==> src/rtl/fifo_pkg.sv <==
// fifo_pkg: shared FIFO defaults and the pointer-width helper
package fifo_pkg;
  localparam int DEF_WIDTH = 8;
  localparam int DEF_DEPTH = 8;
  function automatic int clog2(input int n);
    int r;
    r = 0;
    for (int v = n - 1; v > 0; v = v >> 1) r++;
    return r;
  endfunction
endpackage

==> src/rtl/fifo_ram.sv <==
// fifo_ram: single write port, asynchronous read port storage with no reset
module fifo_ram #(
  parameter int WIDTH = 8,
  parameter int DEPTH = 8,
  parameter int AW = 3
) (
  input  logic             clk,
  input  logic             we,
  input  logic [AW-1:0]    waddr,
  input  logic [WIDTH-1:0] wdata,
  input  logic [AW-1:0]    raddr,
  output logic [WIDTH-1:0] rdata
);
  logic [WIDTH-1:0] mem [DEPTH];
  always_ff @(posedge clk)
    if (we) mem[waddr] <= wdata;
  assign rdata = mem[raddr];
endmodule

==> src/rtl/sync_fifo_param.sv <==
// sync_fifo_param: parameterised synchronous FIFO with registered or first-word-fall-through read
module sync_fifo_param
  import fifo_pkg::*;
#(
  parameter int WIDTH = DEF_WIDTH,
  parameter int DEPTH = DEF_DEPTH,
  parameter int FWFT = 0,
  parameter int AF_LEVEL = DEPTH - 2,
  parameter int AE_LEVEL = 2,
  localparam int AW = clog2(DEPTH)
) (
  input  logic             clk,
  input  logic             reset,
  input  logic             clear,
  input  logic [WIDTH-1:0] data_in,
  input  logic             put,
  input  logic             get,
  output logic [WIDTH-1:0] data_out,
  output logic [AW:0]      fillcount,
  output logic             empty,
  output logic             full,
  output logic             almost_empty,
  output logic             almost_full,
  output logic             overflow,
  output logic             underflow
);
  localparam logic [AW:0] FULL_N = (AW+1)'(DEPTH);
  localparam logic [AW:0] AF_N = (AW+1)'(AF_LEVEL);
  localparam logic [AW:0] AE_N = (AW+1)'(AE_LEVEL);
  logic [AW-1:0] wp, rp;
  logic [AW:0] count;
  logic [WIDTH-1:0] rdata, dout_q;
  logic wr, rd;
  assign empty = count == '0;
  assign full = count == FULL_N;
  assign almost_full = count >= AF_N;
  assign almost_empty = count <= AE_N;
  assign fillcount = count;
  assign wr = put & ~full & ~clear;
  assign rd = get & ~empty & ~clear;
  fifo_ram #(.WIDTH(WIDTH), .DEPTH(DEPTH), .AW(AW)) u_ram (
    .clk(clk),
    .we(wr),
    .waddr(wp),
    .wdata(data_in),
    .raddr(rp),
    .rdata(rdata)
  );
  always_ff @(posedge clk or posedge reset)
    if (reset) begin
      wp <= '0;
      rp <= '0;
      count <= '0;
      overflow <= 1'b0;
      underflow <= 1'b0;
    end else if (clear) begin
      wp <= '0;
      rp <= '0;
      count <= '0;
      overflow <= 1'b0;
      underflow <= 1'b0;
    end else begin
      wp <= wr ? wp + AW'(1) : wp;
      rp <= rd ? rp + AW'(1) : rp;
      count <= count + {{AW{1'b0}}, wr} - {{AW{1'b0}}, rd};
      overflow <= overflow | (put & full);
      underflow <= underflow | (get & empty);
    end
  // In fall-through mode dout_q remembers the last shown word so an empty FIFO keeps displaying it
  always_ff @(posedge clk or posedge reset)
    if (reset) dout_q <= '0;
    else dout_q <= (FWFT != 0) ? data_out : (rd ? rdata : dout_q);
  assign data_out = (FWFT != 0 && !empty) ? rdata : dout_q;
endmodule

==> config.mk <==
export PLATFORM = sky130hd
export DESIGN_NAME = sync_fifo_param
export DESIGN_NICKNAME = d
export VERILOG_FILES = /design/src/rtl/fifo_pkg.sv /design/src/rtl/fifo_ram.sv /design/src/rtl/sync_fifo_param.sv
export SDC_FILE = /design/constraint.sdc
export NUM_CORES = 1
export LEC_CHECK = 0
export CORE_ASPECT_RATIO = 0.7
export CORE_MARGIN = 2
export CORE_UTILIZATION = 50
export DETAILED_ROUTE_END_ITERATION = 6
export GPL_TIMING_DRIVEN = 0
export PLACE_DENSITY_LB_ADDON = 0.15
export REMOVE_ABC_BUFFERS = 1
export SETUP_SLACK_MARGIN = 0.4
export SLEW_MARGIN = 20
export SYNTH_ARGS = -nofsm -noshare
export SYNTH_HDL_FRONTEND = slang
export SYNTH_SLANG_ARGS = --single-unit
export TNS_END_PERCENT = 1
==> constraint.sdc <==
create_clock -name clk -period 2.3 [get_ports clk]
set_clock_uncertainty 0.05 [all_clocks]
set_input_delay 0.345 -clock clk [delete_from_list [all_inputs] [get_ports clk]]
set_output_delay 0.345 -clock clk [all_outputs]
set_load 0.03 [all_outputs]
### Word level (Yosys, flattened, before mapping)

Memories as Yosys holds them, arrays and structs flattened. A register that Yosys moved wholly into a read port is not among the register bits.
Index checks and enable logic that the tools add are counted.

* latch bits: 0
* RAM bits: 64
* bits in read-only memories: 0
* bits of input ports: 13
* word-level logic and storage cells: 36
* memories kept: 1
* flip-flop bits (word level): 12

* divide/modulo/power cells: 0
* magnitude comparators: 2
* reduce and logical (&&, ||, !) cells: 3
* bitwise operators: 11
* multipliers: 0
* multiplexer cells: 9
* add/sub/neg operators: 4
* shift operators: 0
* eq/ne operators: 1

Memory list
* u_ram.mem: depth 8, width 8, rd ports 1, clocked after Yosys merged registers in 1, write ports 1, line fifo_ram.sv:14 `logic [WIDTH-1:0] mem [DEPTH];`

Operator list (number)
* 3-bit 2-to-1 mux: 4
* 3-bit by 1-bit adder with 3-bit output (second input constant): 2
* 1-bit bitwise AND: 6
* 4-bit by 1-bit adder with 4-bit output: 1
* 4-bit == test (second input constant): 1
* 4-bit by 3-bit >= comparator with 1-bit output (second input constant): 1
* 4-bit by 2-bit <= comparator with 1-bit output (second input constant): 1
* 4-bit logical NOT: 1
* 1-bit 2-to-1 mux: 4
* 4-bit 2-to-1 mux: 1
* 2-bit nonzero test: 2
* 4-bit by 1-bit subtractor with 4-bit output: 1
* 1-bit NOT: 3
* 1-bit OR: 2

### Longest topological paths before layout

Gate-level depths: netlist of the first run.

* depth after elaboration: 7
* mapped depth: 13
* mapped depth without buffers: 12

### Modules after synthesis

Synthesis of the first run repeated with hierarchy kept, for this count alone.

* cell total of the unflattened synthesis: 201
* area total of the unflattened synthesis: 3636.0 um^2

Modules (own cells, without submodules)
* fifo_ram: area each 2531.2 um^2, cells each 106, seq. area each 1921.8 um^2, instances 1
* sync_fifo_param: area each 1104.8 um^2, cells each 95, seq. area each 500.5 um^2, instances 1

### Least setup slack after synthesis of the first run

No wires, ideal clock.

* kind: register to register
* start point: reg count[2] (netlist: fillcount[2])
* end point: reg count[2] (netlist: fillcount[2])
* cell stages (with the launch flop): 14
* setup slack: -0.592 ns
* arrival: 2.710 ns
* clock period less this slack: 2.892 ns
* cell sequence: dfrtp_1 -> inv_1 -> ha_1 -> or3b_4 -> inv_2 -> nor3b_4 -> buf_6 -> ha_1 -> inv_1 -> ha_1 -> inv_1 -> fa_1 -> xor2_1 -> nor2_1

RTL lines
* start: declaration: line sync_fifo_param.sv:31 `logic [AW:0] count;`
* start signal: assignment: line sync_fifo_param.sv:65 `count <= count + {{AW{1'b0}}, wr} - {{AW{1'b0}}, rd};`
* 4-bit logical NOT: line sync_fifo_param.sv:34 `assign empty = count == '0;`
* via empty: line sync_fifo_param.sv:20 `output logic empty,`
* 1-bit NOT: line sync_fifo_param.sv:40 `assign rd = get & ~empty & ~clear;`
* 1-bit bitwise AND (2 in series): line sync_fifo_param.sv:40
* via rd: line sync_fifo_param.sv:33 `logic wr, rd;`
* 4-bit by 1-bit subtractor with 4-bit output: line sync_fifo_param.sv:65
* 4-bit 2-to-1 mux: line sync_fifo_param.sv:56 `end else if (clear) begin`

The timed path passes the listed nets, and every way through them passes these cells.
A chain may end at the register's enable or synchronous reset.

### Final worst setup path of the first run

* start point: reg count[3] (netlist: fillcount[3])
* end point: reg count[1] (netlist: fillcount[1])

* word-level cells in the longest chain between the ends: 7

Ends and longest elaborated chain
* 4-bit == test: line sync_fifo_param.sv:35 `assign full = count == FULL_N;`
* 1-bit NOT: line sync_fifo_param.sv:39 `assign wr = put & ~full & ~clear;`
* 1-bit bitwise AND (2 in series): line sync_fifo_param.sv:39
* 4-bit by 1-bit adder with 4-bit output: line sync_fifo_param.sv:65
* 4-bit by 1-bit subtractor with 4-bit output (*): line sync_fifo_param.sv:65
* 4-bit 2-to-1 mux (*): line sync_fifo_param.sv:56

Mark *: on every way between the ends. The rest lies on a longest branch, timed or not.

==> results.ini, run 1 <==
[synthesis]
ys.flop_type=edfxtp_1
yosys-top-cells-area=edfxtp_1 (54%), dfrtp_1 (14%), mux2i_1 (9.1%)
synth.largest_area_cell=edfxtp_1
postSynthCellCount=241
async_flop_share_pct=23.8
synth_top_area_share_pct=54.4
postSynthAreaPerCell_sq_um=14.7
synthDistinctLibCells=35
ys_seq_area_share_pct=68.6
netlist_area_sq_um=3530
synth_seq_cells=84
synth_edf_count=64
synth_warnings=0

[floorplan]
start_util_pct=52.0
placement_rows=25
die_y_um=74.3
core_area_sq_um=6790
dieArea_sq_um=7760
ios=31
die_x_um=104

[setup_path]
cp.arrival_ns=2.59
critPathRequiredTime_ns=2.46
worstSetupPathType=flop to flop
path_delay_family=adder cells
path_common_cell=ha_4
crit_buf_inv=4
path_cells=inv_2 -> ha_4 -> or3b_4 -> inv_4 -> nor3b_4 -> ha_4 -> inv_4 -> ha_4 -> inv_2 -> fa_2 -> nor2_1
worstPathMaxFanout=4
cp-end-kind=flop
start_kind=flop
max_stage_delay_ns=0.50
cp_slowest_cell=fa_2

[clock_network]
cts_tree=done
clockRootBuffer=clkbuf_8
cts_buffers=9
clk_latency_ns=0.36
clockBufferDepth=2
cts_hold_repair.buffers=0
htree_levels=3
cts_num_sinks=84
clkTransAtPathRegs_ns=0.09

[flow_run]
max_cap_viol_count=0

[final_layout]
drive_above_1_share_pct=24.3
nNetsFinal=311
fin_util_pct=64.8
antenna_cells=0
finalNonFillerCells=386
syn_to_final_growth_pct=24.5

[global_route]
grt_max_degree=28
grt_usage_pct=18.4
grt_pass1_wl_um=10300
antenna_found_initial=0
grt-ovfl-total=0
grt_pass1_vias=1985

[sta]
grt_setup_unrepaired=true
worst_slack_ns=-0.124
max-slew-margin-rel_pct=39.0
period_share_pct=105
worst_pin_slew_ns=0.914
slew_violations=0
setup_violations=3
hold_violations=0
max_freq_mhz=412
min_period_ns=2.42

[power_and_ir_drop]
cellLeakagePower_nw=1.57
p_seq_share_pct=39.8
power_mw=4.91
p_int_mw=3.25
p_sw_mw=1.65
sw_frac_of_total_pct=33.7
pwr-share-clk_pct=23.2
p_per_area_nw_per_um2=1120
p_comb_share_pct=37.0
vdd_drop_max_mv=0.563

[route]
dr.pass1.iters=4
wire_per_inst_um=16.8
drcViolationCount=0
drtIter0Drc=79
drt_wl_total_um=6490
vias=2005
vias_per_cell=5.19
ant_nets=0

[placed_design]
dp_hpwl_um=3920
dp_slack_ns=-1.08
dp.cells=358
place.gp.congestion=0.774
io_buffers=30

[min_path]
hold_class=input pin to asynchronous set/reset pin

[outcome]
status=finished with violations
violations=negative setup slack

flip-flops by register name, indices dropped and copies added (netlist names):
name       flops
u_ram.mem     64
fillcount      4
wp             3
rp             3
data_out       8
underflow      1
overflow       1
cell usage in the layout (no fill, tap or decap), types with 4 or more instances in the layout:
cell	n
a21oi_1	4
a22oi_1	16
buf_4	12
buf_6	4
clkbuf_8	9
clkdlybuf4s50_1	22
dfrtp_1	18
edfxtp_1	64
ha_1	4
ha_4	4
inv_1	12
mux2i_1	32
nand2_1	7
nand3_1	4
nand3_2	8
nor2_1	11
nor2_2	6
o21ai_1	7
xor2_1	5
metrics by stage:
| stage | hold slack (ns) | area (sq um) | TNS, ns |
|---|---|---|---|
| detailed placement | 0.440 | 3940 | -29.68 |
| global placement | 0.428 | 3900 | -39.27 |
| finish | 0.436 | 4400 | -0.345 |
| CTS | 0.460 | 4280 | -2.59 |
| global route | 0.499 | 4400 | -0.972 |
| floorplan | 0.259 | 3480 | -4.94 |
final timing paths:
| kind | start | endpoint | slack, ns | depth (start not counted) |
|---|---|---|---|---|
| worst max register to register | fillcount[3]$_DFF_PP0_ | fillcount[1]$_DFF_PP0_ | -0.12 | 11 |
| worst min register to register | underflow$_DFF_PP0_ | underflow$_DFF_PP0_ | 0.45 | 2 |
| worst max-delay path | fillcount[3]$_DFF_PP0_ | fillcount[1]$_DFF_PP0_ | -0.12 | 11 |
| max in group asynchronous | reset | fillcount[3]$_DFF_PP0_ | 1.13 | 2 |
| min in group clk | underflow$_DFF_PP0_ | underflow$_DFF_PP0_ | 0.45 | 2 |
| worst min-delay path | reset | rp[0]$_DFFE_PP0P_ | 0.44 | 2 |
power by group through the flow:
stage / clock network [mW] / registers (mW) / logic, mW
floorplan: 0 / 2.23 / 0.795
global placement: 0 / 2.07 / 1.46
detailed placement: 0 / 1.98 / 1.59
CTS: 1.16 / 1.95 / 1.71
global route: 1.23 / 1.98 / 1.96
finish: 1.14 / 1.95 / 1.82
cells in the mapped netlist, drive strengths merged (2+ instances only):
master  number
buf          8
edfxtp      64
inv         17
nor2        17
nand2        8
o21ai        8
a22oi       16
nand2b       2
or3b         2
ha          10
dfrtp       20
nor2b        3
a21oi        5
xor2         5
mux2i       32
nand3       12
nor3         2
worst register-to-register path, delay by kind of cell, from the launching register on:
family	cells	cell delay, ns
flops	1	0.42
buf+inv	4	0.19
fa+ha+maj	4	1.03
simple gates	3	0.58
repair_timing:
action / CTS / global route
resized for setup: 44 / 24
endpoints found under the setup margin: 82 / 81
cloned: 0 / 0
pin swaps: 7 / 8
buffers inserted: 8 / 4
metal layers:
metal / GRT usage (%) / vias up / share of wire (%)
met5: 0 / - / 0
met4: 5.41 / 0 / 0.94
met3: 5.78 / 6 / 5.0
met2: 29.5 / 38 / 47
met1: 24.6 / 987 / 47
li1: - / 974 / -
cell type report:
class | instances | area, sq um
Clock buffer | 9 | 124
Sequential cell | 84 | 2420
Tap cell | 94 | 118
Multi-Input combinational cell | 131 | 1130
Timing Repair Buffer | 44 | 432
Fill cell | 506 | 2390
Clock inverter | 7 | 101
Inverter | 17 | 68.8
logic make-up after synthesis:
logic type / share of synthesized area [%]
mux: 9.07
buf+inv: 3.33
fa+ha+maj: 4.11
xor+xnor: 1.49
flops: 68.6
compound gates: 5.81
simple gates: 7.62
Power figures use the tool's default switching activity.
==> inputs of run 2 (changes only) <==
- CAP_MARGIN: not set -> 10
==> results of run 2 <==
Same layout as run 1: the final DEF is identical, and so are final timing and power.
==> inputs of run 3 (changes only) <==
- CORE_UTILIZATION: 50 -> 39
==> run 3 against run 2 <==
  * The run still ends with negative setup slack left
  * Cell count up 7.5%
  * Sequential power about the same
  * Fmax up 0.85%
==> results.ini, run 3 (same netlist as run 1, synthesis figures left out) <==
[floorplan]
core_area_sq_um=8930
die_x_um=118
start_util_pct=39.6
die_y_um=83.6
ios=31
placement_rows=29
dieArea_sq_um=9850

[final_layout]
multiInputGateArea_sq_um=1150
drive_above_1_share_pct=22.0
antenna_cells=0
fillers=806
syn_to_final_growth_pct=27.0
seq_area_sq_um=2420
fin_util_pct=50.2
layout_commonest_cell=edfxtp_1
nNetsFinal=310
most-common-layout-cells=edfxtp_1 (64), mux2i_1 (32), clkdlybuf4s50_1 (22), dfrtp_1 (18), a22oi_1 (16)
stdcell_area_sq_um=4480
largest_register_ff_count=64
largest_register=u_ram.mem

[global_route]
grt-ovfl-total=0
antenna_found_initial=0
grt_pass1_wl_um=10800
grt_pass1_vias=2011
grt_max_degree=26
grt_usage_pct=14.8

[sta]
max-slew-margin-rel_pct=39.4
worst_pin_slew_ns=0.909
max_freq_mhz=416
hold_violations=0
grt_setup_unrepaired=true
min_period_ns=2.40
slew_violations=0
worst_slack_ns=-0.104
setup_violations=6
period_share_pct=105
holdWs_ns=0.457

[route]
drt_wl_total_um=6830
wl_met3_um=292
vias_per_cell=4.80
vias=1993
dr.pass1.iters=4
top_layer=met4
wire_per_inst_um=16.5
ant_nets=0
m1WireLength_um=3310
route.met2.wl_um=3110
drcViolationCount=0
drtIter0Drc=133

[clock_network]
cts_buffers=9
clockBufferDepth=2
clkTransAtPathRegs_ns=0.05
clk_latency_ns=0.33
clockRootBuffer=clkbuf_16
htree_levels=3
cts_hold_repair.buffers=0
cts_tree=done
cts_num_sinks=84

[power_and_ir_drop]
power_mw=5.02
p_per_area_nw_per_um2=1120
vdd_drop_max_mv=0.436
cellLeakagePower_nw=1.61

[setup_path]
critPathRequiredTime_ns=2.44
start_kind=flop
worstSetupPathType=flop to flop
worstPathMaxFanout=4
cp-end-kind=flop
cp.arrival_ns=2.54

[placed_design]
place.gp.congestion=0.704
dp_hpwl_um=4200
dpl-instance-area_sq_um=3980
io_buffers=30
dp_slack_ns=-1.10

[outcome]
status=finished with violations
violations=negative setup slack

[min_path]
hold_class=flop to flop

[flow_run]
max_cap_viol_count=0

## run 3: changes by cell type in the layout (fill, tap and decap cells not counted), moves of 3 or more
cell / previous run / this run
clkbuf_16: 0 / 9
buf_4: 12 / 9
clkinv_4: 3 / 0
clkbuf_8: 9 / 0
clkinv_1: 0 / 4
## run 3: what timing repair did
item	CTS	global route
pin swaps	7	2
setup endpoints to repair	81	81
gates resized for setup	64	12
buffers inserted	9	1
## run 3: worst max-delay path, cell delays in order, from the launching register on
cell     delay (ns)
dfrtp_1        0.39
inv_2          0.13
ha_4           0.14
or3b_4         0.39
nand2_4        0.08
or2_4          0.13
ha_4           0.20
inv_2          0.06
ha_4           0.13
inv_2          0.03
fa_2           0.50
nor2_1         0.04
## run 3: final cells by class
type / instances / share of cell area [%]
Tap cell: 124 / 3.46
Sequential cell: 84 / 54.1
Clock inverter: 5 / 0.446
Clock buffer: 11 / 5.19
Inverter: 17 / 1.48
Multi-Input combinational cell: 131 / 25.6
Timing Repair Buffer: 43 / 9.77
## run 3: final timing paths
check / slack (ns) / to / depth (start not counted) / startpoint
max: -0.10 / fillcount[1]$_DFF_PP0_ / 11 / fillcount[2]$_DFF_PP0_
min: 0.46 / underflow$_DFF_PP0_ / 2 / underflow$_DFF_PP0_
max reg2reg: -0.10 / fillcount[1]$_DFF_PP0_ / 11 / fillcount[2]$_DFF_PP0_
min reg2reg: 0.46 / underflow$_DFF_PP0_ / 2 / underflow$_DFF_PP0_
max in group asynchronous: 1.11 / fillcount[3]$_DFF_PP0_ / 2 / reset
min in group asynchronous: 0.47 / data_out[0]$_DFFE_PP0P_ / 2 / reset
## run 3: through the flow
step	instances	setup TNS, ns
CTS	414	-0.437
finish	415	-0.225
global placement	386	-44.43
detailed placement	389	-31.91
global route	415	-3.99
floorplan	232	-4.94
## run 3: power by group
part           switching (mW)  leakage, nW  internal, mW
logic                   0.976        0.655         0.851
clock network           0.518        0.123         0.714
registers               0.158        0.835          1.80
total                    1.65         1.61          3.37
## run 3: layer usage
layer  vias up  global-route usage, %
met5         -                      0
met4         0                   5.15
met2        30                   22.1
met3         8                   5.33
met1       984                   20.2
li1        971                      -
